--- config.mk ---
export PLATFORM = sky130hd
export DESIGN_NAME = brick_serial_mult
export DESIGN_NICKNAME = d
export VERILOG_FILES = /design/src/rtl/brick_serial_mult.sv
export SDC_FILE = /design/constraint.sdc
export NUM_CORES = 1
export LEC_CHECK = 0
export BUFFER_PORTS_ARGS = -buffer_cell sky130_fd_sc_hd__buf_2
export CORE_MARGIN = 2
export CORE_UTILIZATION = 58
export DETAILED_ROUTE_END_ITERATION = 16
export HOLD_SLACK_MARGIN = 0.08
export PLACE_DENSITY_LB_ADDON = 0.12
export SYNTH_ARGS = -nofsm -noshare
export SYNTH_HDL_FRONTEND = slang
export SYNTH_SLANG_ARGS = --single-unit
--- constraint.sdc ---
create_clock -name clk -period 7.5 [get_ports clk]
set_input_delay 0 -clock clk [delete_from_list [all_inputs] [get_ports clk]]
set_output_delay 0 -clock clk [all_outputs]
set_load 0.005 [all_outputs]
--- src/rtl/brick_serial_mult.sv ---
// brick_serial_mult: bit-serial (2-bit brick) multiplier, 2/4/8-bit precision.
// The operands are split into 2-bit slices. One slice-pair product is added
// to the accumulator each RUN cycle, so a multiply takes N*N cycles
// (N = 1, 2 or 4 slices). The top slice of a signed operand is signed.
module brick_serial_mult #(
  parameter int ACC_W = 16
) (
  input  logic             clk,
  input  logic             rst,
  input  logic             in_valid,
  output logic             in_ready,
  input  logic [7:0]       a,
  input  logic [7:0]       w,
  input  logic [1:0]       prec,
  input  logic             a_signed,
  input  logic             w_signed,
  output logic             out_valid,
  input  logic             out_ready,
  output logic [ACC_W-1:0] p,
  output logic             busy
);

  typedef enum logic [1:0] {IDLE, RUN, DONE} state_t;

  state_t           state;
  logic [7:0]       a_r, w_r;
  logic [1:0]       prec_r;
  logic             a_sgn, w_sgn;
  logic [ACC_W-1:0] acc;
  logic [1:0]       i_cnt, j_cnt;

  // Index of the top slice: N-1 for N = 1, 2, 4.
  logic [1:0]        n_m1;
  logic [1:0]        a_sl, w_sl;
  logic              a_top, w_top;
  logic signed [4:0] a_ext, w_ext, prod;
  logic [2:0]        pos;
  logic [ACC_W-1:0]  term;

  // Slice product for the current (i, j), placed at bit 2*(i+j).
  always_comb begin
    case (prec_r)
      2'b00:   n_m1 = 2'd0;
      2'b01:   n_m1 = 2'd1;
      default: n_m1 = 2'd3;
    endcase
    a_sl  = a_r[{i_cnt, 1'b0} +: 2];
    w_sl  = w_r[{j_cnt, 1'b0} +: 2];
    // Only the most significant slice of a signed operand carries the sign.
    a_top = a_sgn && (i_cnt == n_m1);
    w_top = w_sgn && (j_cnt == n_m1);
    a_ext = {{3{a_top & a_sl[1]}}, a_sl};
    w_ext = {{3{w_top & w_sl[1]}}, w_sl};
    // Range is -6..9, so a 5-bit signed product is exact.
    prod  = a_ext * w_ext;
    pos   = {1'b0, i_cnt} + {1'b0, j_cnt};
    term  = {{(ACC_W-5){prod[4]}}, prod} << {pos, 1'b0};
  end

  // Control FSM with registered handshake/status outputs and the datapath.
  always_ff @(posedge clk or posedge rst) begin
    if (rst) begin
      state     <= IDLE;
      in_ready  <= 1'b1;
      out_valid <= 1'b0;
      busy      <= 1'b0;
      a_r       <= '0;
      w_r       <= '0;
      prec_r    <= '0;
      a_sgn     <= 1'b0;
      w_sgn     <= 1'b0;
      acc       <= '0;
      i_cnt     <= '0;
      j_cnt     <= '0;
    end else begin
      case (state)
        IDLE: begin
          if (in_valid) begin
            a_r      <= a;
            w_r      <= w;
            prec_r   <= prec;
            a_sgn    <= a_signed;
            w_sgn    <= w_signed;
            acc      <= '0;
            i_cnt    <= '0;
            j_cnt    <= '0;
            in_ready <= 1'b0;
            busy     <= 1'b1;
            state    <= RUN;
          end
        end
        RUN: begin
          // Wraps mod 2^ACC_W; the final sum is exact for 8x8 anyway.
          acc <= acc + term;
          if (j_cnt == n_m1) begin
            j_cnt <= '0;
            if (i_cnt == n_m1) begin
              out_valid <= 1'b1;
              state     <= DONE;
            end else begin
              i_cnt <= i_cnt + 2'd1;
            end
          end else begin
            j_cnt <= j_cnt + 2'd1;
          end
        end
        DONE: begin
          if (out_ready) begin
            out_valid <= 1'b0;
            busy      <= 1'b0;
            in_ready  <= 1'b1;
            state     <= IDLE;
          end
        end
        default: begin
          state     <= IDLE;
          in_ready  <= 1'b1;
          out_valid <= 1'b0;
          busy      <= 1'b0;
        end
      endcase
    end
  end

  // The result is the accumulator; it holds until the next accept clears it.
  assign p = acc;

endmodule

==> results.sh, run 1 <==
export IMPL_io_buffers=42
export IMPL_critical_path_max_stage_delay_ns=0.56
export IMPL_fmax_ghz=0.158
export IMPL_grt_first_pass_wirelength_microns=12200
export IMPL_synthCells=331
export IMPL_min_from="in_valid"
export IMPL_critPathKind="flip-flop to flip-flop"
export IMPL_rsz0062_at_grt="no"
export IMPL_critical_path_top_delay_family="simple AND/OR/NAND/NOR gates"
export IMPL_die_x_microns=78.1
export IMPL_worstPathArrival_ns=6.51
export IMPL_p_switching_w=0.000852
export IMPL_clk_pin_slew_ns=0.09
export IMPL_async_reset_ff_share_pct=100
export IMPL_n_fill_cell=449
export IMPL_firstDrtPassIters=5
export IMPL_avgSynthCellArea_sq_um=9.62
export IMPL_p_seq_share_pct=25.3
export IMPL_placed_cell_area_sq_mm=0.00337
export IMPL_internal_power_w=0.000950
export IMPL_cts_root_buf="clkbuf_8"
export IMPL_hold_path_class="input pin to flip-flop"
export IMPL_synth_cell_type_count=52
export IMPL_switching_share_pct=47.3
export IMPL_drive_above_1_share_pct=21.6
export IMPL_outcome="complete, no violations"
export IMPL_synth_enable_flop_cells=0
export IMPL_drt_iter0_drc=156
export IMPL_start_util_pct=61.2
export IMPL_yosysTopAreaCellShare_pct=34.6
export IMPL_r2r_slack_ns=1.16
export IMPL_path_buf_inv=1
export IMPL_antenna_found_initial=0
export IMPL_clk_latency_ns=0.31
export IMPL_maxCapViolations=0
export IMPL_pin_count=43
export IMPL_tritoncts="yes"
export IMPL_fin_crit_ns=6.34
export IMPL_finalSetupTns_ns=0
export IMPL_routed_wirelength_microns=7040
export IMPL_yosysTopAreaCell="dfrtp_1"
export IMPL_whs_endpoint="in_ready$_DFFE_PP1P_"
export IMPL_slowest_stage="or4_1"
export IMPL_ctsResizeCount=0
export IMPL_syn_cell_area_sq_mm=0.00318
export IMPL_powerDensity_mw_per_mm2=491
export IMPL_h_tree_depth=2
export IMPL_critPathLaunch="j_cnt[0]$_DFFE_PP0P_"
export IMPL_cp_common_cell="xnor2_1"
export IMPL_die_height_microns=78.1
export IMPL_dp_hpwl_microns=4940
export IMPL_fp_row_count=26
export IMPL_globalRoute_totalOverflow=0
export IMPL_grt_pass1_vias=2635
export IMPL_die_area_sq_mm=0.00610
export IMPL_worst_pin_slew_ns=0.946
export IMPL_design_area_sq_mm=0.00367
export IMPL_multi_input_area_sq_mm=0.00188
export IMPL_rr_worst_depth=23
export IMPL_grt_usage_pct=25.4
export IMPL_core_area_sq_mm=0.00520
export IMPL_power_w=0.00180
export IMPL_required_ns=7.67
export IMPL_relSlewSlack_pct=36.8
export IMPL_diodes=0
export IMPL_wl_per_cell_microns=15.4
export IMPL_critPathMaxFanout=9
export IMPL_cts_inserted_buffers=5
export IMPL_seq_area_sq_mm=0.00113
export IMPL_yosysSeqAreaShare_pct=35.4
export IMPL_pre_cts_ws_ns=1.29
export IMPL_endpoint_kind="flip-flop"
export IMPL_vias=2692
export IMPL_final_nets=437
export IMPL_clkPwrFrac_pct=8.4
export IMPL_r2r_start="j_cnt[0]$_DFFE_PP0P_"
export IMPL_finalMaxSlewViolations=0
export IMPL_grt_max_degree=46
export IMPL_synth_seq_cells=45
export IMPL_final_cell_mix="44 x dfrtp_1, 42 x buf_2, 40 x nand2_1"
export IMPL_ant_nets=0
export IMPL_combPwrFrac_pct=66.3
export IMPL_skew_ns=0.0114
export IMPL_fin_ws_ns=1.16
export IMPL_avgViaCountPerCell=5.88
export IMPL_worst_setup_path_start_kind="flip-flop"
export IMPL_leakage_nw=1.68
export IMPL_vdd_drop_max_uv=248
export IMPL_drc_errors=0
export IMPL_layout_commonest_cell="dfrtp_1"
export IMPL_crit_chain="or4_1, a21boi_0, nand2b_1, fa_1, fa_1, inv_1, ha_1, xnor2_1, xnor2_1, or4_4, a211o_1, nand2_1, nor2_1, nor3_1, a211oi_1, ha_1, or4_1, o221ai_1, a311oi_1, nand4_1, nand4b_1, xnor2_1, o22ai_1"
export IMPL_synth_warning_count=0
export IMPL_syn_nets=380
export IMPL_syn2layout_area_growth_pct=15.3
export IMPL_cts_path_max_buffers=2
export IMPL_synthTopCellsByArea="dfrtp_1 35%, ha_1 7.9%, mux2_2 7.1%, nand2_1 4.7%, fa_1 3.1%"
export IMPL_finalCritPeriodShare_pct=84.5
export IMPL_synth_ff_type="dfrtp_1"
export IMPL_r2r_end="p[15]$_DFFE_PP0P_"
export IMPL_clock_sinks=45
export IMPL_place_congestion=0.928
export IMPL_setup_viol=0
export IMPL_min_delay_path_depth=4
export IMPL_worst_hold_slack_ns=0.209
export IMPL_hold_viol=0
state kept, by name, indices dropped and copies added (netlist names):
signal and flops:
out_valid 1, prec_r 2, p 16, a_sgn 1, in_ready 1, state 2
w_r 8, w_sgn 1, i_cnt 2, j_cnt 2, a_r 8, busy 1
through the flow:
step                utilization (%)  cells
floorplan                         -    331
global placement               64.7    429
detailed placement             64.7    429
CTS                            70.5    458
global route                   70.5    458
finish                         70.5    458
routing by layer:
layer / vias to the layer above / GRT usage, % / routed length (microns) / part of all wire, %
li1: 1313 / - / - / -
met1: 1289 / 34.0 / 3250 / 46
met2: 77 / 41.6 / 3330 / 47
met3: 13 / 4.25 / 352 / 5.0
met4: 0 / 9.82 / 107 / 1.5
met5: - / 0 / 0 / 0
kinds of logic (layout without fill, tap and decap cells):
group                      Yosys count  after routing  share of synthesized area (%)
adders and majority gates           25             25                           11.0
DFF                                 45             45                           35.4
muxes                               27             27                           11.0
AOI/OAI and AO/OA                   77             77                           15.4
and+or+nand+nor                    112            112                           17.1
xor gates and xnor gates            16             16                           4.40
buffers and inverters               29             86                           5.70
cell type report:
cell class                 count  share of cell area [%]
clock inverter                 2                   0.443
inverter                      13                    1.33
multi-input combinational    257                    51.1
tap                           70                    2.39
timing repair buffer          66                    12.1
clock buffer                   5                    1.87
sequential                    45                    30.7
cells in the mapped netlist (10+ instances only):
| cell type | count |
|---|---|
| nor3_1 | 11 |
| inv_1 | 13 |
| xor2_1 | 10 |
| mux2_2 | 20 |
| dfrtp_1 | 44 |
| nor2_1 | 22 |
| o21ai_0 | 16 |
| ha_1 | 20 |
| a21oi_1 | 14 |
| nand2_1 | 40 |
| o22ai_1 | 15 |
worst register-to-register path, stage by stage (launching register included):
cell	delay, ns
dfrtp_1	0.50
or4_1	0.57
a21boi_0	0.54
nand2b_1	0.16
fa_1	0.51
fa_1	0.42
inv_1	0.06
ha_1	0.15
xnor2_1	0.15
xnor2_1	0.12
or4_4	0.43
a211o_1	0.35
nand2_1	0.17
nor2_1	0.09
nor3_1	0.19
a211oi_1	0.08
ha_1	0.25
or4_1	0.55
o221ai_1	0.28
a311oi_1	0.17
nand4_1	0.12
nand4b_1	0.11
xnor2_1	0.14
o22ai_1	0.09
worst max path at each step:
stage / end / slack (ns) / cells past startpoint
floorplan: p[15]$_DFFE_PP0P_ / 1.85 / 24
global placement: p[15]$_DFFE_PP0P_ / 1.49 / 23
detailed placement: p[15]$_DFFE_PP0P_ / 1.29 / 23
CTS: p[15]$_DFFE_PP0P_ / 1.23 / 23
global route: p[15]$_DFFE_PP0P_ / 0.66 / 23
finish: p[15]$_DFFE_PP0P_ / 1.16 / 23
power by group through the flow:
stage / registers, W / logic (W) / clock network, W
final: 0.000457 / 0.00119 / 0.000151
after global placement: 0.000455 / 0.00114 / 0
after global routing: 0.000474 / 0.00134 / 0.000163
after floorplan: 0.000421 / 0.000981 / 0
after CTS: 0.000456 / 0.00119 / 0.000156
after detailed placement: 0.000460 / 0.00117 / 0
timing repair:
action                    CTS  global route
buffers inserted            0             0
hold buffers               22             0
hold endpoints to repair   66             0
No activity file was read; power rests on OpenSTA's default activity.
==> inputs of run 2 (changes only) <==
--- a/config.mk
+++ b/config.mk
@@ -7,7 +7,7 @@
 export LEC_CHECK = 0
 export BUFFER_PORTS_ARGS = -buffer_cell sky130_fd_sc_hd__buf_2
 export CORE_MARGIN = 2
-export CORE_UTILIZATION = 58
+export CORE_UTILIZATION = 53
 export DETAILED_ROUTE_END_ITERATION = 16
 export HOLD_SLACK_MARGIN = 0.08
 export PLACE_DENSITY_LB_ADDON = 0.12
==> constraint.sdc (replaced) <==
create_clock -name clk -period 5.23 [get_ports clk]
set_input_delay 0 -clock clk [delete_from_list [all_inputs] [get_ports clk]]
set_output_delay 0 -clock clk [all_outputs]
set_load 0.005 [all_outputs]
==> results.sh, run 2 (synthesized netlist as in run 1, its figures left out) <==
export IMPL_outcome="finished, violations left"
export IMPL_violations="setup timing"
export IMPL_fmax_ghz=0.179
export IMPL_hold_viol=0
export IMPL_switching_share_pct=44.8
export IMPL_vdd_drop_max_uv=388
export IMPL_core_area_sq_mm=0.00585
export IMPL_finalCritPeriodShare_pct=107
export IMPL_pre_cts_ws_ns=-0.332
export IMPL_fp_row_count=28
export IMPL_syn2layout_area_growth_pct=35.3
export IMPL_firstDrtPassIters=4
export IMPL_cts_inserted_buffers=5
export IMPL_leakage_nw=1.91
export IMPL_critPathKind="flip-flop to flip-flop"
export IMPL_cts_path_max_buffers=2
export IMPL_critical_path_max_stage_delay_ns=0.54
export IMPL_r2r_slack_ns=-0.34
export IMPL_worst_pin_slew_ns=1.18
export IMPL_finalMaxSlewViolations=0
export IMPL_critPathMaxFanout=3
export IMPL_p_switching_w=0.00148
export IMPL_drt_iter0_drc=201
export IMPL_multi_input_area_sq_mm=0.00216
export IMPL_largest_reg_flops=16
export IMPL_grt_pass1_vias=2692
export IMPL_drc_errors=0
export IMPL_setup_viol=8
export IMPL_diodes=0
export IMPL_worst_setup_path_start_kind="flip-flop"
export IMPL_critPathLaunch="j_cnt[0]$_DFFE_PP0P_"
export IMPL_die_area_sq_mm=0.00664
export IMPL_skew_ns=0.00884
export IMPL_worstPathArrival_ns=5.72
export IMPL_die_height_microns=81.5
export IMPL_powerDensity_mw_per_mm2=766
export IMPL_combPwrFrac_pct=71.8
export IMPL_dp_cells=466
export IMPL_cts_root_buf="clkbuf_8"
export IMPL_endpoint_kind="flip-flop"
export IMPL_design_area_sq_mm=0.00431
export IMPL_antenna_found_initial=0
export IMPL_routed_wirelength_microns=7970
export IMPL_r2r_start="j_cnt[0]$_DFFE_PP0P_"
export IMPL_globalRoute_totalOverflow=0
export IMPL_avgViaCountPerCell=5.73
export IMPL_grt_first_pass_wirelength_microns=12700
export IMPL_rsz0062_at_grt="yes"
export IMPL_clkPwrFrac_pct=8.4
export IMPL_place_congestion=0.924
export IMPL_clk_pin_slew_ns=0.10
export IMPL_internal_power_w=0.00182
export IMPL_fin_ws_ns=-0.345
export IMPL_io_buffers=42
export IMPL_tritoncts="yes"
export IMPL_hold_path_class="input pin to flip-flop"
export IMPL_instances_no_fill=506
export IMPL_utilization_pct=73.6
export IMPL_die_x_microns=81.5
export IMPL_relSlewSlack_pct=21.2
export IMPL_worst_hold_slack_ns=0.178
export IMPL_wl_per_cell_microns=15.8
export IMPL_n_fill_cell=395
export IMPL_start_util_pct=54.4
export IMPL_pin_count=43
export IMPL_dp_hpwl_microns=5410
export IMPL_grt_usage_pct=25.1
export IMPL_slowest_stage="mux4_2"
export IMPL_required_ns=5.37
export IMPL_p_seq_share_pct=19.8
export IMPL_vias=2898
export IMPL_clk_latency_ns=0.32
export IMPL_final_nets=479
export IMPL_min_from="in_valid"
export IMPL_drive_above_1_share_pct=40.1
export IMPL_final_cell_mix="43 x dfrtp_1, 43 x buf_4, 42 x buf_2"
export IMPL_placed_cell_area_sq_mm=0.00366
export IMPL_clock_sinks=45
export IMPL_seq_area_sq_mm=0.00113
export IMPL_ant_nets=0
export IMPL_maxCapViolations=0
export IMPL_h_tree_depth=2
export IMPL_fin_crit_ns=5.57
export IMPL_grt_max_degree=46
[run 2: cell count changes in the layout (fill, tap and decap cells not counted), sizes merged]
cell    before  now
bufinv       0    1
buf         44   86
[run 2: layer usage]
layer  routed length (microns)  GRT usage [%]  vias up
li1                          -              -     1404
met1                      3590           34.7     1396
met5                         0              0        -
met2                      3830           41.1       82
met3                       404           4.18       16
met4                       157           6.78        0
[run 2: final timing paths]
kind                                        end  cells after the start
max                            p[9]$_DFFE_PP0P_                     25
min                            busy$_DFFE_PP0P_                      4
max reg2reg                    p[9]$_DFFE_PP0P_                     25
min reg2reg                  a_r[6]$_DFFE_PP0P_                      1
max in group asynchronous  j_cnt[0]$_DFFE_PP0P_                      3
min in group asynchronous     p[10]$_DFFE_PP0P_                      3
[run 2: worst max-delay path, delay by kind of cell (launching register included)]
kind	cells	cell delay, ns
buffers and inverters	2	0.20
multiplexers	1	0.54
AO/OA/AOI/OAI	7	1.25
flip-flops	1	0.40
adder cells (fa/ha/maj)	4	1.28
XOR/XNOR	3	0.37
AND/OR/NAND/NOR	8	1.37
[run 2: layout make-up]
| cell class | instances | area share, % |
|---|---|---|
| multi-input cells | 257 | 50.1 |
| well taps | 75 | 2.18 |
| clock buffers | 5 | 1.60 |
| clock inverters | 3 | 1.07 |
| inverters | 13 | 1.13 |
| repair buffers | 108 | 17.8 |
| flip-flops and latches | 45 | 26.2 |
[run 2: power by group through the flow]
stage	Clock, W	Sequential, W	Combinational (W)
finish	0.000277	0.000654	0.00237
global route	0.000298	0.000677	0.00258
CTS	0.000279	0.000646	0.00212
detailed placement	0	0.000654	0.00200
global placement	0	0.000650	0.00195
floorplan	0	0.000605	0.00145
[run 2: through the flow]
stage	total power (W)	TNS, ns
floorplan	0.00205	0
global placement	0.00260	-0.379
detailed placement	0.00265	-1.71
CTS	0.00305	-1.12
global route	0.00356	-3.39
finish	0.00330	-1.25
[run 2: what timing repair did]
| item | 4_1_cts | 5_1_grt |
|---|---|---|
| pin swaps | 15 | 24 |
| hold endpoints to repair | 66 | 0 |
| endpoints found under the setup margin | 8 | 9 |
| resized for setup | 16 | 28 |
| setup buffers | 5 | 5 |
| hold buffers | 22 | 0 |
